File: src/rtl/ex_operand_stage.sv
// ID/EX operand register with immediate extension, destination select and optional
// EX/MEM and MEM/WB operand forwarding (enabled by defining EX_FORWARD_EN).
module ex_operand_stage (
  input  logic        clk,
  input  logic        reset,
  input  logic        in_valid,
  input  logic        stall,
  input  logic        flush,
  input  logic [5:0]  op,
  input  logic [4:0]  rs_addr,
  input  logic [4:0]  rt_addr,
  input  logic [4:0]  rd_addr,
  input  logic [31:0] rs_data,
  input  logic [31:0] rt_data,
  input  logic [15:0] imm16,
  input  logic        mem_we,
  input  logic [4:0]  mem_waddr,
  input  logic [31:0] mem_wdata,
  input  logic        wb_we,
  input  logic [4:0]  wb_waddr,
  input  logic [31:0] wb_wdata,
  output logic        ex_valid,
  output logic [5:0]  ex_op,
  output logic [31:0] alu_a,
  output logic [31:0] alu_b,
  output logic [31:0] store_data,
  output logic [4:0]  ex_waddr,
  output logic        ex_we
);

  localparam logic [5:0] OP_RTYPE = 6'b000000;
  localparam logic [5:0] OP_ORI   = 6'b001101;
  localparam logic [5:0] OP_LW    = 6'b100011;
  localparam logic [5:0] OP_SW    = 6'b101011;
  localparam logic [5:0] OP_LUI   = 6'b001111;

  logic        alusrc_d;
  logic [31:0] imm_ext_d;
  logic [4:0]  waddr_d;
  logic        we_d;

  logic        valid_q;
  logic [5:0]  op_q;
  logic [4:0]  rs_addr_q;
  logic [4:0]  rt_addr_q;
  logic [31:0] rs_data_q;
  logic [31:0] rt_data_q;
  logic [31:0] imm_q;
  logic [4:0]  waddr_q;
  logic        we_q;
  logic        alusrc_q;

  logic [31:0] rs_fwd;
  logic [31:0] rt_fwd;

  always_comb begin
    alusrc_d  = 1'b0;
    imm_ext_d = {16'h0000, imm16};
    waddr_d   = 5'd0;
    we_d      = 1'b0;
    case (op)
      OP_RTYPE: begin
        waddr_d = rd_addr;
        we_d    = 1'b1;
      end
      OP_ORI: begin
        alusrc_d = 1'b1;
        waddr_d  = rt_addr;
        we_d     = 1'b1;
      end
      OP_LW: begin
        alusrc_d  = 1'b1;
        imm_ext_d = {{16{imm16[15]}}, imm16};
        waddr_d   = rt_addr;
        we_d      = 1'b1;
      end
      OP_SW: begin
        alusrc_d  = 1'b1;
        imm_ext_d = {{16{imm16[15]}}, imm16};
      end
      OP_LUI: begin
        alusrc_d  = 1'b1;
        imm_ext_d = {imm16, 16'h0000};
        waddr_d   = rt_addr;
        we_d      = 1'b1;
      end
      default: ;
    endcase
  end

  // flush beats stall; an idle ID slot (no stall) loads a bubble
  always_ff @(posedge clk or negedge reset) begin
    if (!reset) begin
      valid_q   <= 1'b0;
      op_q      <= 6'd0;
      rs_addr_q <= 5'd0;
      rt_addr_q <= 5'd0;
      rs_data_q <= 32'd0;
      rt_data_q <= 32'd0;
      imm_q     <= 32'd0;
      waddr_q   <= 5'd0;
      we_q      <= 1'b0;
      alusrc_q  <= 1'b0;
    end else if (flush || (!stall && !in_valid)) begin
      valid_q   <= 1'b0;
      op_q      <= 6'd0;
      rs_addr_q <= 5'd0;
      rt_addr_q <= 5'd0;
      rs_data_q <= 32'd0;
      rt_data_q <= 32'd0;
      imm_q     <= 32'd0;
      waddr_q   <= 5'd0;
      we_q      <= 1'b0;
      alusrc_q  <= 1'b0;
    end else if (!stall) begin
      valid_q   <= 1'b1;
      op_q      <= op;
      rs_addr_q <= rs_addr;
      rt_addr_q <= rt_addr;
      rs_data_q <= rs_data;
      rt_data_q <= rt_data;
      imm_q     <= imm_ext_d;
      waddr_q   <= waddr_d;
      we_q      <= we_d;
      alusrc_q  <= alusrc_d;
    end
  end

`ifdef EX_FORWARD_EN
  // nearest producer wins; register 0 is never forwarded
  assign rs_fwd = (mem_we && (mem_waddr == rs_addr_q) && (rs_addr_q != 5'd0)) ? mem_wdata :
                  (wb_we  && (wb_waddr  == rs_addr_q) && (rs_addr_q != 5'd0)) ? wb_wdata  :
                  rs_data_q;
  assign rt_fwd = (mem_we && (mem_waddr == rt_addr_q) && (rt_addr_q != 5'd0)) ? mem_wdata :
                  (wb_we  && (wb_waddr  == rt_addr_q) && (rt_addr_q != 5'd0)) ? wb_wdata  :
                  rt_data_q;
`else
  assign rs_fwd = rs_data_q;
  assign rt_fwd = rt_data_q;
  wire unused_fwd = ^{mem_we, mem_waddr, mem_wdata, wb_we, wb_waddr, wb_wdata,
                      rs_addr_q, rt_addr_q};
`endif

  assign ex_valid   = valid_q;
  assign ex_op      = op_q;
  assign alu_a      = rs_fwd;
  assign alu_b      = alusrc_q ? imm_q : rt_fwd;
  assign store_data = rt_fwd;
  assign ex_waddr   = waddr_q;
  assign ex_we      = we_q && (waddr_q != 5'd0);

endmodule

File: config.mk
export PLATFORM = sky130hd
export DESIGN_NAME = ex_operand_stage
export DESIGN_NICKNAME = d
export VERILOG_FILES = /design/src/rtl/ex_operand_stage.sv
export SDC_FILE = /design/constraint.sdc
export NUM_CORES = 1
export LEC_CHECK = 0
export ABC_AREA = 1
export ABC_CLOCK_PERIOD_IN_PS = 3200
export CAP_MARGIN = 5
export CORE_AREA = 8 8 119 121
export CTS_CLUSTER_SIZE = 14
export DETAILED_ROUTE_END_ITERATION = 12
export DIE_AREA = 0 0 127 129
export PLACE_DENSITY = 0.9
export SYNTH_ARGS = -nofsm -noshare
export SYNTH_HDL_FRONTEND = slang
export SYNTH_SLANG_ARGS = --single-unit
File: constraint.sdc
create_clock -name clk -period 3.2 [get_ports clk]
set_clock_uncertainty 0.15 [all_clocks]
set_input_delay 0.64 -clock clk [delete_from_list [all_inputs] [get_ports clk]]
set_output_delay 0.64 -clock clk [all_outputs]
set_load 0.02 [all_outputs]
Yosys cells after proc, flatten, opt, wreduce, memory -nomap -nowiden
Cells that the tools add are included.
{"block": "classes", "reduce_logical": 11, "n_eq_ne": 5, "mux": 21}
{"operator": "two-way mux 32 bit", "count": 7}
{"operator": "one-hot mux 32 bit (2 select lines)", "count": 1}
{"operator": "== test 6 x 4 -> 1 bit (second input constant)", "count": 2}
{"operator": "== test 6 bit (second input constant)", "count": 2}
{"operator": "two-way mux 6 bit", "count": 2}
{"operator": "two-way mux 5 bit", "count": 2}
{"operator": "one-hot mux 5 bit (2 select lines)", "count": 1}
{"operator": "two-way mux 1 bit", "count": 8}
{"operator": "OR reduction 4 bit", "count": 2}
{"operator": "zero test 6 bit", "count": 1}
{"operator": "nonzero test 5 bit", "count": 1}
{"operator": "OR reduction 3 bit", "count": 1}
{"operator": "logical AND 1 bit", "count": 2}
{"operator": "zero test 1 bit", "count": 2}
{"operator": "inequality test 2 x 1 -> 1 bit (second input constant)", "count": 1}
{"operator": "OR reduction 2 bit", "count": 1}
{"operator": "logical OR 1 bit", "count": 1}
{"block": "totals", "word_cells": 45, "inputBits": 182, "output_inout_bits": 109, "reg_bits": 110}

Depth between registers and ports, before layout
{"block": "logic_depth", "word_depth": 5, "depth_mapped": 8, "ltp_nobuf": 8}

Least setup slack after synthesis
Ideal clock, no wire load.
{"block": "synth_timing", "path_type": "register -> output", "from": "register alusrc_q", "to": "output alu_b[23]", "path_buffers": 2, "required_ns": 2.410, "path_stages_with_launch": 4, "path_slack_ns": 1.194, "arrival_ns": 1.216, "cell_sequence": "dfrtp_1 clkbuf_1 clkbuf_1 o21ai_0"}
{"block": "synth_between", "elab_chain_cells": 1}
{"element": "start: declaration", "line_no": "51", "rtl": "logic alusrc_q;"}
{"element": "start signal: assignment", "line_no": "125", "rtl": "alusrc_q <= alusrc_d;"}
{"element": "two-way mux 32 bit", "line_no": "147", "rtl": "assign alu_b = alusrc_q ? imm_q : rt_fwd;"}
{"element": "end: declaration", "line_no": "25", "rtl": "output logic [31:0] alu_b,"}
No other way between the ends.

Worst setup path after layout
{"block": "layout_timing", "from": "register alusrc_q", "to": "output alu_b[18]"}
The elaborated chain is that of the path after synthesis.

==> results.json <==
{
  "synth_fa_ha_area_share_pct": 0,
  "initial_utilization_pct": 38.7,
  "hp-class": "in2async",
  "p_int_mw": 2.37,
  "synthSimpleGateAreaFrac_pct": 22.1,
  "avgSynthCellArea_sq_um": 8.73,
  "drive_gt1_share_pct": 3.91,
  "dr.pass1.iters": 5,
  "ys_ff_latch": 110,
  "setup_tns_ns": 0,
  "area_delta_synth_final_pct": 53.1,
  "cts_buffers": 9,
  "diodes": 0,
  "core-area_sq_um": 12300,
  "ir_worst_vdd_mv": 0.232,
  "seq_area_frac_synth_pct": 57.7,
  "clock_latency_ns": 0.34,
  "grt_remaining_overflow": 0,
  "syn_nets": 728,
  "clk_pin_slew_ns": 0.07,
  "synth_top_family_by_area": "simple AND/OR/NAND/NOR gates",
  "yosysWarnings": 0,
  "multiInputGateArea_sq_um": 1710,
  "p_per_area_nw_per_um2": 433,
  "fmax_mhz": 365,
  "synth_mux_area_share_pct": 0,
  "r2r_slack_ns": 2.11,
  "cp_slowest_cell": "clkdlybuf4s50_1",
  "cts_tree": "yes",
  "mostFrequentLayoutCell": "clkdlybuf4s50_1",
  "grt_pass1_wl_um": 24100,
  "critical_path.max_stage_delay_ns": 0.67,
  "cts.sinks": 110,
  "crit_buf_inv": 2,
  "via_per_inst": 5.05,
  "setup_viol": 0,
  "hold_viol": 0,
  "grt_max_degree": 82,
  "wl_per_cell_um": 17.2,
  "p_sw_share_pct": 25.1,
  "register_area_sq_um": 2750,
  "crit_fanout": 61,
  "r2r_start": "alusrc_q",
  "maxCapViolCount": 0,
  "dieArea_sq_um": 16400,
  "cts_buffer_depth": 2,
  "drcViolationCount": 0,
  "reg2reg_depth": 3,
  "seq_power_share_pct": 46.9,
  "pwr-share-comb_pct": 17.5,
  "synth_area_sq_um": 4770,
  "syn_inst": 546,
  "final_cell_mix": "clkdlybuf4s50_1, nand2_1, dfrtp_1",
  "ys_types": 17,
  "fillers": 1048,
  "p_clk_share_pct": 35.7,
  "routed_wl_um": 15300,
  "cts_max_level": 3,
  "maxSlewHeadroom_pct": 35.7,
  "dieWidth_um": 127,
  "period_share_pct": 85.7,
  "dp_hpwl_um": 11200,
  "die_y_um": 129,
  "path_class": "reg2out",
  "finalNetCount": 920,
  "place_ws_ns": 0.644,
  "path_depth": 4,
  "fin_crit_ns": 2.74,
  "postRouteAntennaNets": 0,
  "worst_pin_slew_ns": 0.961,
  "crit_path_end_kind": "primary output",
  "ctsHoldBuffers": 0,
  "port_buffers": 209,
  "io_pins": 291,
  "gp_congestion": 0.813,
  "r2r_end": "alusrc_q",
  "fin_ws_ns": 0.458,
  "crit_start": "alusrc_q",
  "synth_compound_area_share_pct": 13.5,
  "synthXorXnorAreaFrac_pct": 0,
  "required_ns": 2.41,
  "crit_family": "buffers and inverters",
  "path_cells": "buf_12 > nand2_1 > o21ai_0 > clkdlybuf4s50_1",
  "rows": 41,
  "antenna_found_initial": 0,
  "final_max_slew_viol_count": 0,
  "p_sw_mw": 0.792,
  "grt_pass1_vias": 4509,
  "grt_use_total_pct": 18.7,
  "worstPathArrival_ns": 1.95,
  "cts_resized": 0,
  "post-cts-setup-buffers": 0,
  "rsz0062_at_grt": "false",
  "root_buffer": "clkbuf_16",
  "status": "finished, final reports clean",
  "critPathLaunchType": "register",
  "vias": 4507,
  "first_iter_violations": 318,
  "p_leak_nw": 3.39,
  "worstSetupEndpoint": "alu_b[18]"
}
## registers in the layout (all words and copies together), names as in the netlist
name,cells
alu_a,32
we_q,1
alusrc_q,1
ex_op,6
ex_waddr,5
imm_q,32
ex_valid,1
store_data,32
## layer usage
metal  share of wire [%]  track usage [%]  vias to the layer above
met1                  41             22.7                     2165
li1                    -                -                     2170
met3                 6.2             4.01                       20
met4                 2.1             7.56                        0
met5                   0                0                        -
met2                  50             31.7                      152
## logic make-up (layout without fill, tap and decap cells)
| kind of cell | Yosys count | after routing |
|---|---|---|
| simple gates | 257 | 257 |
| compound gates | 103 | 103 |
| buf+inv | 76 | 272 |
| flops | 110 | 110 |
## layout make-up
| class | instances | area share [%] |
|---|---|---|
| sequential | 110 | 37.7 |
| clock buffer | 12 | 3.51 |
| inverter | 41 | 2.11 |
| timing repair buffer | 216 | 30.0 |
| multi-input combinational | 360 | 23.4 |
| clock inverter | 3 | 0.600 |
| tap | 150 | 2.57 |
## synthesized netlist by cell type
library cell	instances	area [sq um]
nand4_1	6	37.5
nand2_1	188	706
o211ai_1	1	7.51
nor2_2	2	12.5
buf_4	4	30.0
o21ai_1	18	90.1
buf_1	1	3.75
o21ai_0	50	250
nand3_1	51	255
clkbuf_1	18	67.6
dfrtp_1	110	2750
inv_1	38	143
nor3_2	1	10.0
buf_2	12	60.1
nor2_1	9	33.8
a22o_1	34	298
inv_2	3	11.3
## worst min-delay path by stage
| stage | endpoint | slack (ns) | depth (start not counted) |
|---|---|---|---|
| 3_3_place_gp | we_q | 0.31 | 2 |
| 6_report | ex_waddr[2] | 0.15 | 1 |
| 5_1_grt | ex_waddr[4] | 0.19 | 1 |
| 2_1_floorplan | alu_a[0] | 0.19 | 0 |
| 3_5_place_dp | imm_q[26] | 0.32 | 2 |
| 4_1_cts | ex_waddr[2] | 0.17 | 1 |
## power by group through the flow
| stage | clock network (mW) | registers (mW) | logic [mW] |
|---|---|---|---|
| after floorplan | 0 | 1.56 | 0.153 |
| after global placement | 0 | 1.50 | 0.548 |
| after detailed placement | 0 | 1.51 | 0.556 |
| after CTS | 1.16 | 1.48 | 0.559 |
| after global routing | 1.21 | 1.49 | 0.592 |
| final | 1.13 | 1.48 | 0.551 |
## stage by stage
step / hold slack, ns / area [sq um] / cells / util, % / total power [mW]
6_report: 0.145 / 7300 / 892 / 59.3 / 3.16
4_1_cts: 0.166 / 7300 / 892 / 59.3 / 3.20
3_3_place_gp: 0.310 / 7000 / 877 / 56.8 / 2.05
5_1_grt: 0.187 / 7300 / 892 / 59.3 / 3.29
3_5_place_dp: 0.316 / 7000 / 877 / 56.8 / 2.06
2_1_floorplan: 0.194 / 4770 / 546 / - / 1.71
Power figures use the tool's default switching activity.
